--- config.mk ---
export PLATFORM = sky130hd
export DESIGN_NAME = pi_theta_feeder
export DESIGN_NICKNAME = d
export VERILOG_FILES = /design/src/rtl/pi_theta_feeder.sv
export SDC_FILE = /design/constraint.sdc
export NUM_CORES = 1
export LEC_CHECK = 0
export BUFFER_PORTS_ARGS = -buffer_cell sky130_fd_sc_hd__buf_2
export CAP_MARGIN = 20
export CORE_UTILIZATION = 45
export CTS_BUF_LIST = sky130_fd_sc_hd__clkbuf_4
export DETAILED_ROUTE_END_ITERATION = 16
export GPL_ROUTABILITY_DRIVEN = 0
export PLACE_DENSITY = 0.67
export RECOVER_POWER = 25
export SETUP_SLACK_MARGIN = 0.5
export SKIP_CTS_REPAIR_TIMING = 1
export SLEW_MARGIN = 5
export SYNTH_ARGS = -nofsm -noshare
export SYNTH_HDL_FRONTEND = slang
export SYNTH_SLANG_ARGS = --single-unit
export TNS_END_PERCENT = 5
--- constraint.sdc ---
create_clock -name clk -period 6.6 [get_ports clk]
set_input_delay 1.32 -clock clk [delete_from_list [all_inputs] [get_ports clk]]
set_output_delay 1.32 -clock clk [all_outputs]
set_load 0.05 [all_outputs]
--- src/rtl/pi_theta_feeder.sv ---
// Theta-PI integrator feeder: buffers one float sample per turbine, then per control
// step issues done_read_x, a sta-led N-word x stream, and waits for the integrator's done_sig.
module pi_theta_feeder #(
  parameter int N       = 4,
  parameter int LEAD    = 15,
  parameter int TIMEOUT = 64,
  parameter int WIDTH   = 32
) (
  input  logic             clk,
  input  logic             rst,
  input  logic             in_valid,
  input  logic [WIDTH-1:0] in_data,
  output logic             in_ready,
  input  logic             step,
  input  logic             err_clr,
  output logic             done_read_x,
  output logic             sta,
  output logic [WIDTH-1:0] x,
  input  logic             done_sig,
  output logic             step_done,
  output logic             busy,
  output logic             err_step,
  output logic             err_timeout
);

  localparam int CW = 10;
  localparam int WW = $clog2(N + 1);
  localparam int IW = (N > 1) ? $clog2(N) : 1;

  typedef enum logic [2:0] {S_FILL, S_READY, S_LEAD, S_STREAM, S_WAIT, S_DRAIN} state_t;

  state_t           state, state_n;
  logic [CW-1:0]    cnt, cnt_n;
  logic [WW-1:0]    wcnt, wcnt_n;
  logic             armed;
  logic             wr, step_bad, tmo;
  logic [WIDTH-1:0] slot [N];

  assign wr = in_valid && in_ready;

  always_comb begin
    state_n  = state;
    cnt_n    = cnt;
    wcnt_n   = wcnt;
    tmo      = 1'b0;
    step_bad = step && (state != S_READY);
    case (state)
      S_FILL: if (wr) begin
        wcnt_n = wcnt + WW'(1);
        if (wcnt == WW'(N - 1)) state_n = S_READY;
      end
      S_READY: if (step) begin
        state_n = S_LEAD;
        cnt_n   = '0;
      end
      S_LEAD: if (cnt == CW'(LEAD - 1)) begin
        state_n = S_STREAM;
        cnt_n   = '0;
      end else cnt_n = cnt + CW'(1);
      S_STREAM: if (cnt == CW'(N - 1)) begin
        state_n = S_WAIT;
        cnt_n   = '0;
      end else cnt_n = cnt + CW'(1);
      S_WAIT: if (done_sig) begin
        state_n = S_DRAIN;
        cnt_n   = '0;
      end else if (cnt == CW'(TIMEOUT - 1)) begin
        // done_sig took priority above, so expiry only aborts when it is truly missing
        tmo     = 1'b1;
        state_n = S_FILL;
        cnt_n   = '0;
        wcnt_n  = '0;
      end else cnt_n = cnt + CW'(1);
      S_DRAIN: if (cnt == CW'(N - 1)) begin
        state_n = S_FILL;
        cnt_n   = '0;
        wcnt_n  = '0;
      end else cnt_n = cnt + CW'(1);
      default: state_n = S_FILL;
    endcase
  end

  always_ff @(posedge clk or negedge rst) begin
    if (!rst) begin
      state       <= S_FILL;
      cnt         <= '0;
      wcnt        <= '0;
      armed       <= 1'b0;
      err_step    <= 1'b0;
      err_timeout <= 1'b0;
    end else begin
      state       <= state_n;
      cnt         <= cnt_n;
      wcnt        <= wcnt_n;
      armed       <= 1'b1;
      err_step    <= step_bad | (err_step    & ~err_clr);
      err_timeout <= tmo      | (err_timeout & ~err_clr);
    end
  end

  // sample buffer holds no reset: contents are only read after a full fill
  always_ff @(posedge clk) begin
    if (wr) slot[wcnt[IW-1:0]] <= in_data;
  end

  // armed keeps in_ready low while reset is held, even though the FSM sits in FILL
  assign in_ready    = armed && (state == S_FILL);
  assign done_read_x = (state == S_LEAD) && (cnt == '0);
  assign sta         = (state == S_STREAM) && (cnt == '0);
  assign x           = (state == S_STREAM) ? slot[cnt[IW-1:0]] : '0;
  assign step_done   = (state == S_DRAIN) && (cnt == CW'(N - 1));
  assign busy        = state inside {S_LEAD, S_STREAM, S_WAIT, S_DRAIN};

endmodule

# After elaboration in Yosys (flattened, before gate mapping)
# Memory sizes are Yosys's and may differ from the RTL's.
# Cells that the tools add are included.
# totals
ram_bits,128
ff_bits,19
inputBits,38
out_inout_bits,39
memories,1
wordCells,72
# op_classes
bitwise,5
reduce_logical,15
eq_ne,19
n_mux,24
add_sub_neg,2
# mem_list
name,words,width,read_ports,rd_ports_with_merged_regs,write_ports,line_no,source
slot,4,32,1,0,1,37,logic [WIDTH-1:0] slot [N];
# ops
cell,count
2-to-1 mux 10 bit,5
case mux 10 bit (4 select lines),1
2-to-1 mux 32 bit,1
2-to-1 mux 3 bit,10
case mux 3 bit (6 select lines),1
!= test 2 bit (second input constant),8
adder 10 x 1 -> 10 bit (second input constant),1
equality test 10 x 2 -> 1 bit (second input constant),1
equality test 10 x 4 -> 1 bit (second input constant),1
equality test 10 x 6 -> 1 bit (second input constant),1
logical NOT 10 bit,1
equality test 3 x 2 -> 1 bit (second input constant),3
case mux 3 bit (3 select lines),1
nonzero test 4 bit,2
AND reduction 7 bit,1
equality test 3 bit (second input constant),2
logical AND 1 bit,6
2-to-1 mux 1 bit,5
AND reduction 5 bit,1
adder 3 x 1 -> 3 bit (second input constant),1
equality test 3 x 1 -> 1 bit (second input constant),1
logical NOT 3 bit,1
!= test 3 x 1 -> 1 bit (second input constant),1
!= test 3 bit (second input constant),1
other kinds (6),8

# Depth between registers and ports, before layout
# Gate-level depths: netlist of the first run.
# logic_depth
word_depth,5
ltp_mapped,9
mapped_depth_nobuf,7

# Worst setup path after synthesis of the first run
# OpenSTA, ideal clock, no wires.
# synth_path
path_type,reg-to-output
start,register state[0]
end,output in_ready
n_path_buf,2
path_stages_with_launch,4
setup_slack_ps,3016
required_time_ps,5280
arrival_ps,2264
path_cell_list,dfrtp_1 clkbuf_8 buf_6 nor4b_1
# synth_between
elab_chain_len,2
# synth_rtl
element,line_no,source
start: declaration,32,"state_t state, state_n;"
start signal: assignment,92,state <= state_n;
logical NOT 3 bit,107,assign in_ready = armed && (state == S_FILL);
logical AND 1 bit,107,
end: declaration,13,"output logic in_ready,"
# No other way between the ends.

# Worst setup path after layout of the first run
# layout_path
start,register cnt[0]
end,output step_done
# layout_between
elab_chain_len,2
# layout_rtl
element,line_no,source
start: declaration,33,"logic [CW-1:0] cnt, cnt_n;"
start signal: assignment,93,cnt <= cnt_n;
equality test 10 x 2 -> 1 bit,111,assign step_done = (state == S_DRAIN) && (cnt == CW'(N - 1));
logical AND 1 bit,111,
end: declaration,20,"output logic step_done,"
# No other way between the ends.

==> metrics, run 1 <==
maximum VDD drop=between 200 and 300 µV; Area Overhead vs Synth=12.2%; Synth Warn #=0; setup TNS=0 ps; Pins Over Slew Limit=0; Worst Skew=roughly 11 ps; PD cells=376 nW/µm²; final setup violation count=0; CP Cell Sequence=buf_4 -> ha_1 -> and3_2 -> and3_1 -> buf_2; Ports=77; Overall Power=~0.0026 W; slowest CP cell=dfrtp_2; core area=around 13000 µm²; initial antenna violation count=0; total global routing overflow=0; H-tree Lvls=4; Yosys cell types=about 50; Clock Path Buffers=2; Starting DRT DRC Count=about 320; Min Clock Period, post-route=just over 4000 ps; final hold violations=0; crit path capture type=output pin; DRT Pass-1 Iters=6; syn_nets=approximately 400; post-synthesis compound-gate area fraction=just over 4%; largest net degree at the start of global routing=between 40 and 50; WS Path Type=flop to output pin; clk sink count=about 150; CP Launch Type=flop; CP Max Fanout=20; DP HPWL=6.97 mm; Post-Synthesis Cell Area=6190 µm²; Routed WL=between 10 and 15 mm; DRC=0; LEAKAGE=between 2 and 3 nW; vias in the first global route=roughly 3600; Die X=119 µm; die area=14200 µm²; I/O Buffers=76; Post-Synthesis Cells=approximately 350; fmax=around 0.24 GHz; FF+latch count, synth=~150; RSZ-0062 raised after global routing=no; first-pass GRT wire length=roughly 19 mm; Synth Area in XOR/XNOR=0%; post-layout net count=between 400 and 500; max incr delay on CP=810 ps; diode count=0; Arr. time, crit path=2800 ps; Tightest Pin Transition=1110 ps; Die Span Y=roughly 120 µm; share of post-route cells with drive strength above 1=about a third; # Max-Cap Violations=0; largest family of logic cells by synthesized area=multiplexers; Vias/cell=around 5.6; Most used DFF post-synth=edfxtp_1; Post-synth ARST share=12.9%; mux share of post-synthesis cell area=roughly 12%; latest clock arrival within the worst-skew pair=520 ps; clock-pin slew on the worst setup and hold paths=between 100 and 150 ps; root buf cell=clkbuf_4; post-synthesis adder-cell area fraction=under 10%; crit share post-route=about 62%; CTS tree=built; critical path data required time=5280 ps; cell row count=42; Post-synth EDFFs=128; Hold Crit Class=flop to flop; sequential cell area fraction in the yosys report=between 60% and 70%; WL per Instance=~19 µm; simple-gate share of the synthesized area=a little under a tenth; syn_area_per_cell=between 15 and 20 µm²; Relative slew margins=26.3%; via count=around 3500; gr usage total=between 10% and 20%; ANT nets after route=0; Initial Util=between 40 and 50%; status=finished, final reports clean; Num CTS Buffers=17
synthesized netlist by cell type (all sizes together), types with 2 or more instances:
master,count,area (µm²)
edfxtp,128,3840
o22ai,2,12.5
a21o,5,37.5
a31oi,2,18.8
inv,11,41.3
nand2,9,33.8
mux4,32,721
and3,42,267
o21ai,13,65.1
o41ai,2,17.5
dfrtp,19,475
nor3b,2,15.0
ha,9,113
o311ai,2,17.5
mux2,3,37.5
clkbuf,13,68.8
buf,8,61.3
nand3,5,25.0
nor2b,2,12.5
nor2,12,45.0
a21oi,4,20.0
nand4,3,18.8
nor4,4,40.0
nor3,4,20.0
flip-flops by register name, indices dropped and copies added (netlist names):
signal and count:
state 3, cnt 10, err_timeout 1, wcnt 3
slot 128, armed 1, err_step 1
area by class of cell:
class	instances	area, µm²
flip-flops and latches	147	4320
well taps	176	220
clock buffers	19	143
clock inverters	13	134
fillers	1157	6400
repair buffers	79	379
inverters	11	41.3
multi-input cells	175	1710
path summary, 6_finish.rpt:
check / start / end / slack [ps] / cells after the start
max in group asynchronous: rst / cnt[0]$_DFFE_PN0P_ / 4890 / 1
min in group asynchronous: rst / cnt[8]$_DFFE_PN0P_ / 980 / 1
worst max register to register: cnt[0]$_DFFE_PN0P_ / cnt[9]$_DFFE_PN0P_ / 3380 / 7
worst min-delay path: wcnt[2]$_DFFE_PN0P_ / wcnt[2]$_DFFE_PN0P_ / 530 / 1
worst min register to register: wcnt[2]$_DFFE_PN0P_ / wcnt[2]$_DFFE_PN0P_ / 530 / 1
worst max-delay path: cnt[0]$_DFFE_PN0P_ / step_done / 2480 / 5
layout by cell type, fill, tap and decap left out, drive strengths merged, types with 3 or more instances in the layout:
| cell type | synthesis | layout |
|---|---|---|
| a21o | 5 | 5 |
| a21oi | 4 | 4 |
| and3 | 42 | 42 |
| buf | 8 | 60 |
| clkbuf | 13 | 38 |
| clkinv | 0 | 7 |
| dfrtp | 19 | 19 |
| edfxtp | 128 | 128 |
| ha | 9 | 9 |
| inv | 11 | 14 |
| mux2 | 3 | 3 |
| mux4 | 32 | 32 |
| nand2 | 9 | 9 |
| nand3 | 5 | 5 |
| nand4 | 3 | 3 |
| nor2 | 12 | 12 |
| nor3 | 4 | 4 |
| nor4 | 4 | 4 |
| o21ai | 13 | 13 |
cell families after synthesis:
logic type      count (synthesis)
other cells                     1
flops                         147
buf+inv                        32
fa+ha+maj                       9
mux                            36
compound gates                 37
simple gates                   92
worst max-delay path: cells and delay by family (launching register included):
kind,cells,cell delay [ps]
DFF,1,810
buffers and inverters,2,720
and+or+nand+nor,2,400
adders and majority gates,1,340
power breakdown:
group          leakage [nW]  internal (W)  switching, W
Clock                 0.149      0.000234      0.000319
Combinational          1.06      0.000314      0.000566
Sequential             1.40       0.00108     0.0000981
layer usage:
metal | vias up | share of wire [%] | GRT usage, %
met2 | 98 | 51 | 30.7
met4 | 0 | 0.74 | 4.98
met5 | - | 0 | 0
li1 | 1577 | - | -
met3 | 8 | 5.8 | 5.56
met1 | 1775 | 43 | 23.2
per-stage QoR:
stage	instances	hold WS [ps]	setup slack [ps]	area [µm²]	util, %
6_report	620	531	2480	6940	52.0
5_1_grt	620	560	2190	6940	52.0
4_1_cts	620	538	2360	6970	52.2
3_5_place_dp	588	509	2960	6690	50.1
3_3_place_gp	588	493	2980	6690	50.1
2_1_floorplan	354	481	3020	6190	-
(Power assumes the default switching activity.)
==> inputs of run 2 (changes only) <==
Clock period 6.6 ns to 4.1 ns, I/O delays scaled along.
==> run 2 against run 1 <==
Via count down 0.64%; non-clock buffer count up 1; clock skew up 6.3 ps; sequential share of layout area down 0.38 points; sequential power up 59%; combinational power up 65%; clock power up 67%; register-to-register slack worse by 1900 ps; routed wire length up 0.88%; die area unchanged; setup slack worse by 1700 ps; total power up 63%; critical endpoint is now x[12]; largest power group unchanged.
==> metrics, run 2 (synthesized netlist as in run 1, its figures left out) <==
status=finished, final reports clean; Pins Over Slew Limit=0; most frequent cells in the layout=edfxtp_1, buf_2, and3_1; Routed WL=~12 mm; Clock Path Buffers=2; cell row count=42; via count=between 3000 and 4000; core area=around 13000 µm²; end point of the critical path=x[12]; Initial Util=a little under half; non-filler cells, final=about 620; first-pass GRT wire length=between 15 and 20 mm; CP Max Fanout=23; maximum VDD drop=387 µV; I/O Buffers=76; Arr. time, crit path=approximately 2500 ps; Relative slew margins=between 20 and 30%; pre-CTS WS=roughly 1200 ps; setup TNS=0 ps; ANT nets after route=0; DRT Pass-1 Iters=5; Area Overhead vs Synth=12.9%; Hold Crit Class=input port to asynchronous set/reset pin; crit share post-route=just over 80%; max reg flops=128; gr usage total=between 10% and 20%; clk sink count=147; critical path data required time=3280 ps; crit path capture type=output pin; final hold violations=0; H-tree Lvls=4; r2r startpoint=cnt[0]$_DFFE_PN0P_; CP Launch Type=flop; LEAKAGE=approximately 2.6 nW; final setup violation count=0; sequential power share=between 40% and 50%; Int Power=~0.0027 W; clock-pin slew on the worst setup and hold paths=~110 ps; WS Path Type=flop to output pin; largest net degree at the start of global routing=33; # Max-Cap Violations=0; Worst R2R End=cnt[7]$_DFFE_PN0P_; Core Util, Final=about 52%; WL per Instance=19.4 µm; post-layout net count=roughly 480; total global routing overflow=0; switching share of power=36.9%; root buf cell=clkbuf_4; Num CTS Buffers=17; DP HPWL=roughly 7.4 mm; diode count=0; Clock power frac=between 20% and 30%; fmax=between 0.3 and 0.4 GHz; NetSw=~0.0016 W; DRC=0; Overall Power=0.00426 W; worst setup path start=cnt[0]$_DFFE_PN0P_; combinational power share=about 34%; Die X=approximately 120 µm; latest clock arrival within the worst-skew pair=approximately 540 ps; initial antenna violation count=0; Min Clock Period, post-route=3300 ps; Placed Cells=around 600; most common cell after layout, fill and taps aside=edfxtp_1; RSZ-0062 raised after global routing=no; share of post-route cells with drive strength above 1=31.7%; Tightest Pin Transition=~1100 ps; r2r worst-path depth=6; PD cells=610 nW/µm²; Ports=slightly below 80; Starting DRT DRC Count=about 190; die area=~14000 µm²; Vias/cell=5.53; Worst Skew=between 15 and 20 ps; CTS tree=built; Die Span Y=~120 µm; vias in the first global route=3562; worst reg-to-reg setup slack=~1500 ps; post-layout worst setup margin=~800 ps
==> run 2: cell type report <==
cell class	instances	area, µm²
Multi-Input combinational cell	175	1710
Fill cell	1170	6360
Sequential cell	147	4320
Timing Repair Buffer	80	398
Tap cell	176	220
Clock buffer	18	135
Inverter	11	41.3
Clock inverter	14	160
==> run 2: worst max-delay path, stage by stage, from the launching register on <==
cell and delay (ps):
dfrtp_2 710, buf_12 280, mux4_2 530, and3_1 210
buf_2 210
==> run 2: how the worst min path moves through the flow <==
| stage | from | end | slack, ps | cells after the start |
|---|---|---|---|---|
| 2_1_floorplan | wcnt[2]$_DFFE_PN0P_ | wcnt[2]$_DFFE_PN0P_ | 480 | 1 |
| 3_3_place_gp | wcnt[2]$_DFFE_PN0P_ | wcnt[2]$_DFFE_PN0P_ | 490 | 1 |
| 3_5_place_dp | wcnt[2]$_DFFE_PN0P_ | wcnt[2]$_DFFE_PN0P_ | 500 | 1 |
| 4_1_cts | rst | err_step$_DFF_PN0_ | 180 | 1 |
| 5_1_grt | err_clr | err_timeout$_DFF_PN0_ | 440 | 2 |
| 6_report | rst | cnt[8]$_DFFE_PN0P_ | 470 | 1 |
==> run 2: layer usage <==
layer | global-route usage (%) | vias up | wire length, µm
li1 | - | 1584 | -
met1 | 22.9 | 1734 | 5060
met2 | 28.7 | 108 | 6000
met3 | 6.61 | 10 | 876
met4 | 7.28 | 0 | 90
met5 | 0 | - | 0
==> run 2: metrics by stage <==
step	hold WS [ps]	area, µm²
after floorplan	481	6190
after global placement	491	6710
after detailed placement	496	6710
after CTS	176	7010
after global routing	438	6990
final	465	6990
==> run 2: power groups by stage <==
stage / registers (W) / clock network [W] / logic [W]
after floorplan: 0.00182 / 0 / 0.00120
after global placement: 0.00192 / 0 / 0.00145
after detailed placement: 0.00192 / 0 / 0.00146
after CTS: 0.00189 / 0.000960 / 0.00147
after global routing: 0.00191 / 0.00101 / 0.00156
final: 0.00188 / 0.000926 / 0.00145
